File: src/rtl/stop_watch_gen.sv
// Parametrised BCD stopwatch: prescaled up/down counting, wrap or saturate, preset, lap freeze, overflow pulse.
// Defining SW_SEGMENT_MUX_EN adds a multiplexed 7-segment driver (an/seg ports).
module stop_watch_gen #(
  parameter int DIGITS      = 4,
  parameter int N           = 10,
  parameter int WRAP        = 1,
  parameter int REFRESH_DIV = 1000
) (
  input  logic                clk,
  input  logic                reset,
  input  logic                start,
  input  logic                clr,
  input  logic                up,
  input  logic                load,
  input  logic [DIGITS*4-1:0] load_val,
  input  logic                lap,
  output logic [DIGITS*4-1:0] d,
  output logic                tick,
  output logic                ovf
`ifdef SW_SEGMENT_MUX_EN
  ,
  output logic [DIGITS-1:0]   an,
  output logic [6:0]          seg
`endif
);

  localparam int W  = DIGITS * 4;
  localparam int PW = $clog2(N);

  if (DIGITS < 1 || DIGITS > 8 || N < 2 || REFRESH_DIV < 1) begin : g_param_check
    $error("stop_watch_gen: parameter out of range");
  end

  function automatic logic [W-1:0] bcd_step(input logic [W-1:0] v, input logic dn);
    logic [W-1:0] r;
    logic         c;
    r = v;
    c = 1'b1;
    for (int i = 0; i < DIGITS; i++) begin
      if (c) begin
        if (!dn) begin
          if (v[i*4 +: 4] == 4'd9) r[i*4 +: 4] = 4'd0;
          else begin
            r[i*4 +: 4] = v[i*4 +: 4] + 4'd1;
            c = 1'b0;
          end
        end else begin
          if (v[i*4 +: 4] == 4'd0) r[i*4 +: 4] = 4'd9;
          else begin
            r[i*4 +: 4] = v[i*4 +: 4] - 4'd1;
            c = 1'b0;
          end
        end
      end
    end
    return r;
  endfunction

  logic [PW-1:0] presc_q;
  logic          tick_q;
  logic          ovf_q;
  logic [W-1:0]  cnt_q;
  logic [W-1:0]  lap_q;
  logic          lap_prev_q;

  logic [W-1:0]  cnt_d;
  logic          lim_d;
  logic [W-1:0]  load_d;

  always_comb begin
    lim_d = 1'b1;
    for (int i = 0; i < DIGITS; i++) begin
      if (cnt_q[i*4 +: 4] != (up ? 4'd9 : 4'd0)) lim_d = 1'b0;
    end
    // Stepping past all-9s/all-0s already lands on the wrapped value.
    cnt_d = bcd_step(cnt_q, !up);
    if (lim_d && WRAP == 0) cnt_d = cnt_q;
  end

  always_comb begin
    load_d = load_val;
    for (int i = 0; i < DIGITS; i++) begin
      if (load_val[i*4 +: 4] > 4'd9) load_d[i*4 +: 4] = 4'd9;
    end
  end

  // tick_q marks the prescaler wrap; the count consumes it on the following edge.
  always_ff @(posedge clk or negedge reset) begin
    if (!reset) begin
      presc_q    <= '0;
      tick_q     <= 1'b0;
      ovf_q      <= 1'b0;
      cnt_q      <= '0;
      lap_q      <= '0;
      lap_prev_q <= 1'b0;
    end else begin
      lap_prev_q <= lap;
      tick_q     <= 1'b0;
      ovf_q      <= 1'b0;
      if (clr) begin
        presc_q <= '0;
        cnt_q   <= '0;
        if (lap) lap_q <= '0;
      end else begin
        if (start) begin
          if (presc_q == PW'(N - 1)) begin
            presc_q <= '0;
            tick_q  <= 1'b1;
          end else begin
            presc_q <= presc_q + PW'(1);
          end
        end
        if (load) begin
          cnt_q <= load_d;
        end else if (tick_q) begin
          cnt_q <= cnt_d;
          ovf_q <= lim_d;
        end
        if (lap && !lap_prev_q) lap_q <= cnt_q;
      end
    end
  end

  // On the lap rising cycle the lap register is still loading, so show the live count.
  assign d    = (lap && lap_prev_q) ? lap_q : cnt_q;
  assign tick = tick_q;
  assign ovf  = ovf_q;

`ifdef SW_SEGMENT_MUX_EN
  localparam int RW = (REFRESH_DIV > 1) ? $clog2(REFRESH_DIV) : 1;
  localparam int SW = (DIGITS > 1) ? $clog2(DIGITS) : 1;

  function automatic logic [6:0] seg_dec(input logic [3:0] v);
    case (v)
      4'd0:    seg_dec = 7'h40;
      4'd1:    seg_dec = 7'h79;
      4'd2:    seg_dec = 7'h24;
      4'd3:    seg_dec = 7'h30;
      4'd4:    seg_dec = 7'h19;
      4'd5:    seg_dec = 7'h12;
      4'd6:    seg_dec = 7'h02;
      4'd7:    seg_dec = 7'h78;
      4'd8:    seg_dec = 7'h00;
      4'd9:    seg_dec = 7'h10;
      default: seg_dec = 7'h7f;
    endcase
  endfunction

  logic [RW-1:0]     ref_q;
  logic [SW-1:0]     sel_q;
  logic [DIGITS-1:0] an_q;
  logic [6:0]        seg_q;

  // sel_q names the digit that the next refresh slot will show.
  always_ff @(posedge clk or negedge reset) begin
    if (!reset) begin
      ref_q <= '0;
      sel_q <= '0;
      an_q  <= ~DIGITS'(1);
      seg_q <= 7'h7f;
    end else if (ref_q == RW'(REFRESH_DIV - 1)) begin
      ref_q <= '0;
      an_q  <= ~(DIGITS'(1) << sel_q);
      seg_q <= seg_dec(d[sel_q*4 +: 4]);
      sel_q <= (sel_q == SW'(DIGITS - 1)) ? '0 : sel_q + SW'(1);
    end else begin
      ref_q <= ref_q + RW'(1);
    end
  end

  assign an  = an_q;
  assign seg = seg_q;
`endif

endmodule
File: config.mk
export PLATFORM = sky130hd
export DESIGN_NAME = stop_watch_gen
export DESIGN_NICKNAME = d
export VERILOG_FILES = /design/src/rtl/stop_watch_gen.sv
export SDC_FILE = /design/constraint.sdc
export NUM_CORES = 1
export LEC_CHECK = 0
export BUFFER_PORTS_ARGS = -buffer_cell sky130_fd_sc_hd__buf_2
export CAP_MARGIN = 25
export CORE_MARGIN = 5
export CORE_UTILIZATION = 55
export DETAILED_ROUTE_END_ITERATION = 10
export GPL_ROUTABILITY_DRIVEN = 0
export GPL_TIMING_DRIVEN = 0
export PLACE_DENSITY = 0.77
export SETUP_SLACK_MARGIN = 0.15
export SLEW_MARGIN = 5
export SYNTH_ARGS = -nofsm -noshare
export SYNTH_HDL_FRONTEND = slang
export SYNTH_SLANG_ARGS = --single-unit
export TNS_END_PERCENT = 100
File: constraint.sdc
create_clock -name clk -period 2.77 [get_ports clk]
set_input_delay 0.1385 -clock clk [delete_from_list [all_inputs] [get_ports clk]]
set_output_delay 0.1385 -clock clk [all_outputs]
set_load 0.01 [all_outputs]
==> results of run 1 <==
==> stage by stage <==
step	area, um^2	instances	setup slack (ns)	hold slack [ns]
2_1_floorplan	2930	336	0.788	-0.157
3_3_place_gp	3220	445	0.450	0.272
3_5_place_dp	3220	445	0.420	0.273
4_1_cts	3370	455	0.391	0.0719
5_1_grt	3370	455	0.255	0.0820
6_report	3370	455	0.352	0.0775
==> repair_timing <==
action,CTS,global route
hold buffers,2,0
buffers inserted,0,0
endpoints found under the hold margin,31,0
==> state kept, by name (all words and copies together) (netlist names) <==
| register | count |
|---|---|
| lap_prev_q | 1 |
| presc_q | 4 |
| lap_q | 16 |
| cnt_q | 16 |
| tick | 1 |
| ovf | 1 |
==> placed cells by master, fill, tap and decap left out, types with 3 or more instances in the layout <==
cell,Yosys,layout
nor3_1,9,9
buf_2,8,47
dfrtp_1,39,39
a21oi_1,14,14
nand2b_1,12,12
xnor2_1,3,3
mux2i_1,6,6
clkbuf_8,0,5
o211ai_1,3,3
a31oi_1,3,3
o31ai_1,11,11
nor4_1,3,3
ha_1,18,18
a211oi_1,4,4
clkbuf_1,13,13
and3_1,3,3
nand4_1,5,5
o21ai_0,25,25
inv_1,16,16
mux2_2,17,17
a221oi_2,4,4
a221oi_1,3,3
nand3b_1,3,3
nand2_1,33,33
nor3b_1,3,3
nand3_1,5,5
nor2_1,31,31
==> worst paths after layout <==
check                       startpoint         to  slack [ns]
max                           cnt_q[0]   cnt_q[6]        0.35
min                        load_val[3]   cnt_q[3]        0.08
max reg2reg                   cnt_q[0]   cnt_q[6]        0.35
min reg2reg                  lap_q[12]  lap_q[12]        0.49
max in group asynchronous        reset   lap_q[7]        1.71
min in group asynchronous        reset  cnt_q[14]        0.48
==> area by class of cell <==
class | instances | area (um^2)
multi-input combinational | 255 | 1770
fill | 460 | 1770
sequential | 39 | 976
timing repair buffer | 41 | 215
buffer | 25 | 119
tap | 70 | 87.6
clock buffer | 5 | 68.8
clock inverter | 3 | 67.6
inverter | 17 | 63.8
==> where the power goes <==
part           internal [W]  total [W]  switching, W
combinational      0.000174   0.000423      0.000249
clock              0.000359   0.000582      0.000222
sequential         0.000609   0.000644     0.0000358
total               0.00114    0.00165      0.000507
==> routing by layer <==
| layer | GRT usage | vias to the layer above | part of all wire |
|---|---|---|---|
| met3 | 0.0376 | 14 | 0.063 |
| li1 | - | 1303 | - |
| met2 | 0.386 | 109 | 0.48 |
| met5 | 0 | - | 0 |
| met1 | 0.292 | 1301 | 0.44 |
| met4 | 0.0847 | 0 | 0.015 |
==> cells by family (layout without fill, tap and decap cells) <==
family,Yosys count,in the layout
compound gates,93,93
buf+inv,42,91
flops,39,39
xor+xnor,4,4
fa+ha+maj,18,18
simple gates,117,117
mux,23,23
==> worst reg2reg max path, stage by stage (launching register included) <==
cell	delay (ns)
dfrtp_1	0.42
clkbuf_1	0.23
inv_1	0.17
ha_1	0.25
or3b_4	0.42
a21oi_4	0.32
nor2_1	0.16
a221oi_2	0.22
nor3_1	0.08
==> summary.txt, run 1 <==
Run
  • Max-cap violations: 0

Floorplanning
  • Row count: 26
  • Area of the core: 0.00514 mm^2
  • Die height: 83.0 um
  • Ports: 41
  • DIE AREA: 0.00689 mm^2
  • Die W: 83.0 um
  • Starting density of the core: 0.571

Drt
  • 1st-pass router iterations: 5
  • Initial DRC Count: 212
  • Vias: 2,727
  • WL/cell: 17.0 um
  • DRC: 0
  • Via density: 5.99
  • DRT Wirelength: 7730 um
  • Antenna-violating nets left: 0

Global routing
  • Total grt overflow: 0
  • Largest net degree at the start of global routing: 40
  • Initial antenna violation count: 0
  • Vias in the first global route: 2,654
  • Total GRT Usage: 0.228
  • First-pass GRT wire length: 13,000 um

STA
  • Fmax achieved: 414 MHz
  • RSZ-0062 raised after global routing: no
  • Crit path time final: 2.42 ns
  • Worst slew pin tran: 0.890 ns
  • Final setup vio count: 0
  • Slew HR: 0.407
  • Clk_skew: 0.00691 ns
  • Setup TNS: 0 ns
  • Max-slew violations: 0
  • Final Hold Fails: 0
  • Fin crit share: 0.873

Critical path
  • Buf+Inv Stages, Crit Path: 2
  • Max stage delay on crit path: 0.42 ns
  • Crit-path leading delay family: simple AND/OR/NAND/NOR gates
  • CP Class: flip-flop to flip-flop
  • CP Depth: 8
  • Critical path fanouts, max: 9
  • CP max stage cell: dfrtp_1
  • Crit-path cells: clkbuf_1 > inv_1 > ha_1 > or3b_4 > a21oi_4 > nor2_1 > a221oi_2 > nor3_1
  • Crit path DAT: 2.58 ns
  • Startpoint types: flip-flop
  • Worst endpoint required time: 2.93 ns
  • CP endpoint kind: flip-flop
  • Reg2Reg Depth: 8

Logic synthesis
  • Syn Nets: 377
  • Syn_area_per_cell: 8.73 um^2
  • Netlist Area Pre-Place: 0.00293 mm^2
  • Most common cell in the netlist: dfrtp_1
  • Compound-Gate Fraction of Synth Area: 0.230
  • Mux cell area share after synthesis: 0.0858
  • Largest family of logic cells by synthesized area: compound AO/OA/AOI/OAI gates
  • Unique masters post-synth: 54
  • Synth cell count leaders: dfrtp_1 (39), nand2_1 (33), nor2_1 (31), o21ai_0 (25), ha_1 (18)
  • Synth top area cells: dfrtp_1 (33%), ha_1 (7.7%), mux2_2 (6.5%), o21ai_0 (4.3%), nand2_1 (4.2%)
  • FFs w/ async S/R, synth: 1.00
  • Post-synthesis cell count: 336
  • Post-Synth Adder-Cell Area: 0.0768
  • Simple-gate share of the synthesized area: 0.201
  • Yosys top cell by area: dfrtp_1
  • Yosys top cell area share: 0.333
  • Top FF cell, synth: dfrtp_1
  • Sequential element share of the synthesized area: 0.333
  • Post-synth EDFFs: 0
  • #FFs+latches synth: 39
  • Synth warn: 0
  • Post-Synth XOR/XNOR Area: 0.0119

Power
  • Power per cell area: 489 mW/mm^2
  • Max IR drop VDD: 0.302 mV
  • P_leak: 1.51 nW
  • Total power: 0.00165 W

CTS
  • Total CTS buffers: 5
  • CTS H-Tree Depth: 2
  • Clock Tree Buf Depth: 2
  • # resized after CTS: 0
  • Clock root buffer: clkbuf_8
  • Clock-pin slew on the worst setup and hold paths: 0.08 ns
  • CTS tree: yes
  • CTS sink cnt: 39
  • Later-pin clock latency in the skew report: 0.30 ns

Worst hold path
  • Worst Hold Depth: 2
  • Hold WC Path Type: input pin to flip-flop

Cells and area
  • Share of layout cells above drive strength 1: 0.236
  • Area Overhead vs Synth: 15.0%
  • # diodes: 0
  • Final design utilization: 0.656
  • Post-layout nets: 425

Place
  • DP HPWL: 5540 um
  • IO Port Bufs: 39

Outcome
  • Status: finished clean
(Power assumes the default switching activity.)
==> run 2: changes to the inputs <==
- CELL_PAD_IN_SITES_DETAIL_PLACEMENT: default -> 1
- CELL_PAD_IN_SITES_GLOBAL_PLACEMENT: default -> 2
- CORE_MARGIN: 5 -> 1.5
- CORE_UTILIZATION: 55 -> 35
- PLACE_DENSITY: 0.77 -> default
- PLACE_DENSITY_LB_ADDON: default -> 0.1
==> run 2 against run 1 <==
  * Non-clock buffer count is 2 higher
  * Core utilization shrank 24 points
  * Count of clock-buffer cells in the layout is the same
  * Register-to-register slack improved by 0.10 ns
  * Global-route usage fell by 0.92 points
  * Combinational power grew 4%
  * Power down 4.1%
  * Die area up 30%
  * Worst hold slack better by 0.012 ns
  * Clock skew decreased by 0.0013 ns
  * Critical path depth did not move
  * First-iteration DRC count shrank 46%
  * Critical endpoint unchanged
  * Largest power group unchanged
==> summary.txt, run 2 (synthesis gave the netlist of run 1 again) <==
STA
  • Final Hold Fails: 0 (unchanged)
  • Fin crit share: 0.836 (-0.0368)
  • Fmax achieved: 432 MHz (+4.4%)
  • Slew HR: 0.538 (+0.131)
  • Final setup vio count: 0 (unchanged)
  • Crit path time final: 2.32 ns (-0.102 ns)
  • Max-slew violations: 0 (unchanged)
  • Worst slew pin tran: 0.694 ns (-0.196 ns)
  • Setup TNS: 0 ns (unchanged)
  • RSZ-0062 raised after global routing: no
  • Clk_skew: 0.00562 ns (-0.00129 ns)

Drt
  • Via density: 5.45 (-9.1%)
  • DRC: 0 (unchanged)
  • Initial DRC Count: 115 (-46%)
  • WL/cell: 18.6 um (+9.2%)
  • 1st-pass router iterations: 4 (-1)
  • DRT Wirelength: 9130 um (+18%)
  • Vias: 2,680 (-1.7%)
  • Antenna-violating nets left: 0 (unchanged)

Cells and area
  • Commonest non-fill, non-tap cell in the layout: buf_2
  • Final Cell Area: 0.00343 mm^2 (+1.8%)
  • Post-layout nets: 427 (+0.47%)
  • Share of layout cells above drive strength 1: 0.243 (+0.00653)
  • Most frequent cells in the layout: buf_2 (47), dfrtp_1 (39), nand2_1 (33)
  • Largest regs: cnt_q x16, lap_q x16, presc_q x4
  • # diodes: 0 (unchanged)
  • Final design utilization: 0.420 (-0.236)
  • Filler cells: 996 (+120%)
  • Area Overhead vs Synth: 17.1%

Global routing
  • Total grt overflow: 0 (unchanged)
  • Total GRT Usage: 0.219 (-0.00920)
  • Initial antenna violation count: 0 (unchanged)
  • Largest net degree at the start of global routing: 40 (unchanged)
  • Vias in the first global route: 2,715 (+2.3%)
  • First-pass GRT wire length: 14,900 um (+14%)

Floorplanning
  • Die W: 94.5 um (+14%)
  • Ports: 41 (unchanged)
  • Area of the core: 0.00818 mm^2 (+59%)
  • DIE AREA: 0.00894 mm^2 (+30%)
  • Starting density of the core: 0.359 (-0.212)
  • Row count: 33 (+27%)
  • Die height: 94.5 um (+14%)

Power
  • Power per cell area: 461 mW/mm^2 (-5.8%)
  • Seq pwr share: 0.408 (+0.017)
  • Clk network pwr share: 0.314 (-0.039)
  • Total power: 0.00158 W (-4.1%)
  • P_leak: 1.53 nW (+0.96%)
  • Max IR drop VDD: 0.277 mV (-8.0%)
  • Sw Ratio: 0.333 (+0.0252)
  • Psw: 0.000526 W (+3.8%)
  • P_int: 0.00106 W (-7.6%)
  • Comb pwr share: 0.278 (+0.021)

Place
  • DP HPWL: 6580 um (+19%)
  • Placed cell area: 0.00326 mm^2 (+1.4%)
  • IO Port Bufs: 39 (unchanged)

Critical path
  • CP endpoint: cnt_q[6]
  • Worst endpoint required time: 2.93 ns (about the same)
  • Crit path DAT: 2.47 ns (-0.11 ns)
  • Reg2Reg Depth: 8 (unchanged)
  • CP Class: flip-flop to flip-flop
  • Reg2Reg Setup Slack: 0.45 ns (+0.10 ns)
  • CP endpoint kind: flip-flop
  • Startpoint types: flip-flop
  • FF-to-FF Start: cnt_q[4]
  • Critical path fanouts, max: 9 (unchanged)
  • Crit path launch: cnt_q[4]
  • Worst reg2reg path endpoint: cnt_q[6]

CTS
  • CTS sink cnt: 39 (unchanged)
  • Total CTS buffers: 5 (unchanged)
  • Later-pin clock latency in the skew report: 0.30 ns (about the same)
  • Clock root buffer: clkbuf_8
  • CTS H-Tree Depth: 2 (unchanged)
  • Clock Tree Buf Depth: 2 (unchanged)
  • CTS tree: yes
  • Clock-pin slew on the worst setup and hold paths: 0.09 ns (about the same)

Worst hold path
  • Hold WC Path Type: input pin to flip-flop

Outcome
  • Status: finished clean

Run
  • Max-cap violations: 0 (unchanged)
run 2: cell types whose count changed in the layout (fill, tap and decap cells not counted):
cell,change
bufinv_16,-1
clkinv_4,+1
clkinvlp_4,-1
clkbuf_1,-1
clkinv_2,+1
buf_12,+2
clkbuf_2,+1
run 2: metal layers:
layer	vias up	track usage	part of all wire
li1	1308	-	-
met1	1314	0.321	0.50
met2	49	0.341	0.45
met3	9	0.0290	0.035
met4	0	0.0510	0.011
met5	-	0	0
run 2: power groups by stage:
stage	clock [W]	sequential, W	combinational (W)
finish	0.000497	0.000644	0.000440
global route	0.000536	0.000651	0.000495
CTS	0.000518	0.000645	0.000437
detailed placement	0	0.000656	0.000432
global placement	0	0.000655	0.000427
floorplan	0	0.000643	0.000297
run 2: cell type report:
class | instances | area [um^2] | area share
inverter | 17 | 63.8 | 0.0186
tap | 105 | 131 | 0.0383
buffer | 25 | 120 | 0.0350
timing repair buffer | 43 | 255 | 0.0743
multi-input combinational | 255 | 1770 | 0.517
clock buffer | 5 | 68.8 | 0.0200
clock inverter | 3 | 43.8 | 0.0128
sequential | 39 | 976 | 0.284
run 2: worst min-delay path by stage:
stage                     start          to  slack, ns  cells past startpoint
floorplan                 reset    cnt_q[0]      -0.16                      0
global placement            lap  lap_prev_q       0.27                      1
detailed placement          lap  lap_prev_q       0.28                      1
CTS                       reset   cnt_q[13]       0.02                      1
global route        load_val[3]    cnt_q[3]        0.1                      2
finish              load_val[3]    cnt_q[3]       0.09                      2
run 2: metrics by stage:
step                instances  worst slack, ns  hold WS [ns]
floorplan                 336            0.788        -0.157
global route              492            0.273        0.0957
CTS                       489            0.336        0.0201
global placement          480            0.348         0.273
detailed placement        480            0.354         0.275
finish                    492            0.454        0.0896
run 2: critical path, cell delays in order (launching register included):
cell	delay, ns
dfrtp_1	0.41
clkbuf_1	0.23
inv_1	0.20
ha_1	0.25
or3b_4	0.41
a21oi_4	0.21
nor2_1	0.11
a221oi_2	0.28
nor3_1	0.06
run 2: timing repair:
action / in CTS / in global routing
buffers inserted: 0 / 1
hold endpoints to repair: 1 / 39
hold buffers: 1 / 1
setup endpoints to repair: 0 / 2
gates resized for setup: 0 / 2
==> run 3: changes to the inputs <==
- clock period: 2.77 -> 2.2 ns (I/O delays scaled with it)
==> run 3 against run 2 <==
  * Core utilization up 2.7 points
  * Worst hold slack worse by 0.028 ns
  * Setup slack worse by 0.25 ns
  * Global-route usage up 0.088 points
  * Final cell count up 3.0%
  * Register-to-register slack worse by 0.25 ns
  * Count of clock-buffer cells in the layout unchanged
  * Routed wire length up 3.0%
  * Design area up 6.3%
  * Power up 31%
  * Critical path depth unchanged
  * Critical path type unchanged
  * Highest routed layer unchanged
==> summary.txt, run 3 (synthesis gave the netlist of run 1 again) <==
Outcome
  • Status: finished clean

Cells and area
  • Most frequent cells in the layout: buf_2 (48), dfrtp_1 (36), nand2_1 (33)
  • Filler cells: 993 (-0.30%)
  • Area Overhead vs Synth: 24.5%
  • Largest regs: cnt_q x16, lap_q x16, presc_q x4
  • # diodes: 0 (unchanged)
  • Commonest non-fill, non-tap cell in the layout: buf_2
  • Final Cell Area: 0.00365 mm^2 (+6.3%)
  • Share of layout cells above drive strength 1: 0.318 (+0.0755)
  • Post-layout nets: 442 (+3.5%)

Floorplanning
  • Die W: 94.5 um (unchanged)
  • Area of the core: 0.00818 mm^2 (unchanged)
  • Die height: 94.5 um (unchanged)
  • Row count: 33 (unchanged)
  • DIE AREA: 0.00894 mm^2 (unchanged)
  • Ports: 41 (unchanged)
  • Starting density of the core: 0.359 (unchanged)

CTS
  • Total CTS buffers: 5 (unchanged)
  • CTS H-Tree Depth: 2 (unchanged)
  • Clock Tree Buf Depth: 2 (unchanged)
  • Clock root buffer: clkbuf_8
  • CTS tree: yes
  • Later-pin clock latency in the skew report: 0.30 ns (about the same)
  • CTS sink cnt: 39 (unchanged)
  • Clock-pin slew on the worst setup and hold paths: 0.09 ns (about the same)

Place
  • IO Port Bufs: 39 (unchanged)
  • Pre-CTS WS: -0.216 ns (-0.570 ns)
  • Placed cell area: 0.00326 mm^2 (unchanged)
  • DP HPWL: 6580 um (unchanged)

Critical path
  • CP endpoint kind: flip-flop
  • CP Class: flip-flop to flip-flop
  • Worst endpoint required time: 2.35 ns (-0.58 ns)
  • Startpoint types: flip-flop
  • Crit path DAT: 2.15 ns (-0.32 ns)
  • Critical path fanouts, max: 10 (+1)

Drt
  • Max Used Layer: met4
  • M1 WL: 4710 um (+2.3%)
  • Metal3 WL: 312 um (-2.8%)
  • Antenna-violating nets left: 0 (unchanged)
  • DRT Wirelength: 9400 um (+3.0%)
  • Via density: 5.45 (+0.12%)
  • WL/cell: 18.5 um (about the same)
  • DR WL met2: 4290 um (+4.7%)
  • 1st-pass router iterations: 4 (unchanged)
  • Vias: 2,765 (+3.2%)
  • DRC: 0 (unchanged)
  • Initial DRC Count: 127 (+10%)

STA
  • Fin crit share: 0.909 (+0.0733)
  • Final setup vio count: 0 (unchanged)
  • Setup TNS: 0 ns (unchanged)
  • Max-slew violations: 0 (unchanged)
  • Final Hold Fails: 0 (unchanged)
  • Crit path time final: 2.00 ns (-0.315 ns)
  • Clk_skew: 0.00627 ns (+0.000646 ns)
  • Fmax achieved: 500 MHz (+16%)
  • RSZ-0062 raised after global routing: yes
  • Slew HR: 0.530 (-0.00748)
  • Worst slew pin tran: 0.705 ns (+0.0112 ns)
  • Hold_ws: 0.0614 ns (-0.0282 ns)
  • PnR worst setup slack: 0.199 ns (-0.255 ns)

Power
  • P_leak: 1.62 nW (+6.3%)
  • Power per cell area: 565 mW/mm^2 (+23%)
  • Max IR drop VDD: 0.348 mV (+26%)

Global routing
  • Total grt overflow: 0 (unchanged)
  • Largest net degree at the start of global routing: 40 (unchanged)
  • Total GRT Usage: 0.220 (+0.000883)
  • Vias in the first global route: 2,736 (+0.77%)
  • Initial antenna violation count: 0 (unchanged)
  • First-pass GRT wire length: 15,000 um (+0.46%)

Run
  • Max-cap violations: 0 (unchanged)

Worst hold path
  • Hold WC Path Type: input pin to flip-flop
==> run 3: changes by cell type in the layout (fill, tap and decap cells not counted), sizes merged <==
cell / delta
buf: +19
clkbuf: -4
==> run 3: routing by layer <==
layer  up-vias  global-route usage
li1       1339                   -
met5         -                   0
met2        48               0.344
met1      1370               0.321
met3         8              0.0290
met4         0              0.0510
==> run 3: through the flow <==
stage                      util  std cells  power (W)
after global routing      0.447        507    0.00218
after CTS                 0.425        492    0.00204
after floorplan               -        336    0.00118
after detailed placement  0.399        480    0.00137
after global placement    0.399        480    0.00136
final                     0.447        507    0.00206
==> run 3: worst paths after layout <==
check	start	to	slack [ns]	cells after the start
setup reg to reg	cnt_q[8]	cnt_q[10]	0.20	8
setup / recovery	cnt_q[8]	cnt_q[10]	0.20	8
hold reg to reg	lap_q[10]	lap_q[10]	0.48	2
min in group asynchronous	reset	lap_q[13]	0.15	2
hold / removal	load_val[3]	cnt_q[3]	0.06	2
max in group asynchronous	reset	cnt_q[5]	1.62	3
==> run 3: layout make-up <==
cell class	count	area (um^2)	share of cell area
buffer	25	146	0.0401
clock buffer	5	68.8	0.0188
clock inverter	3	43.8	0.0120
inverter	17	81.3	0.0223
multi-input combinational	255	1830	0.502
sequential	39	980	0.268
tap	105	131	0.0360
timing repair buffer	58	368	0.101
==> run 3: power by group <==
part           leakage, nW  switching [W]  total, W  internal (W)
logic                 1.05       0.000353  0.000619      0.000266
clock network       0.0581       0.000293  0.000631      0.000338
registers            0.515      0.0000467  0.000814      0.000767
==> run 3: repair_timing <==
item / CTS / global route
pin swaps: 3 / 7
setup buffers: 2 / 14
endpoints found under the hold margin: 35 / 0
hold buffers: 2 / 0
setup endpoints to repair: 24 / 19
gates resized for setup: 22 / 19
==> run 3: critical path: stages (launching register included) <==
cell      delay (ns)
dfrtp_1         0.42
buf_6           0.16
inv_2           0.08
ha_2            0.20
or4b_4          0.48
nand2_2         0.09
nor2_1          0.07
a221oi_2        0.25
a211oi_1        0.09
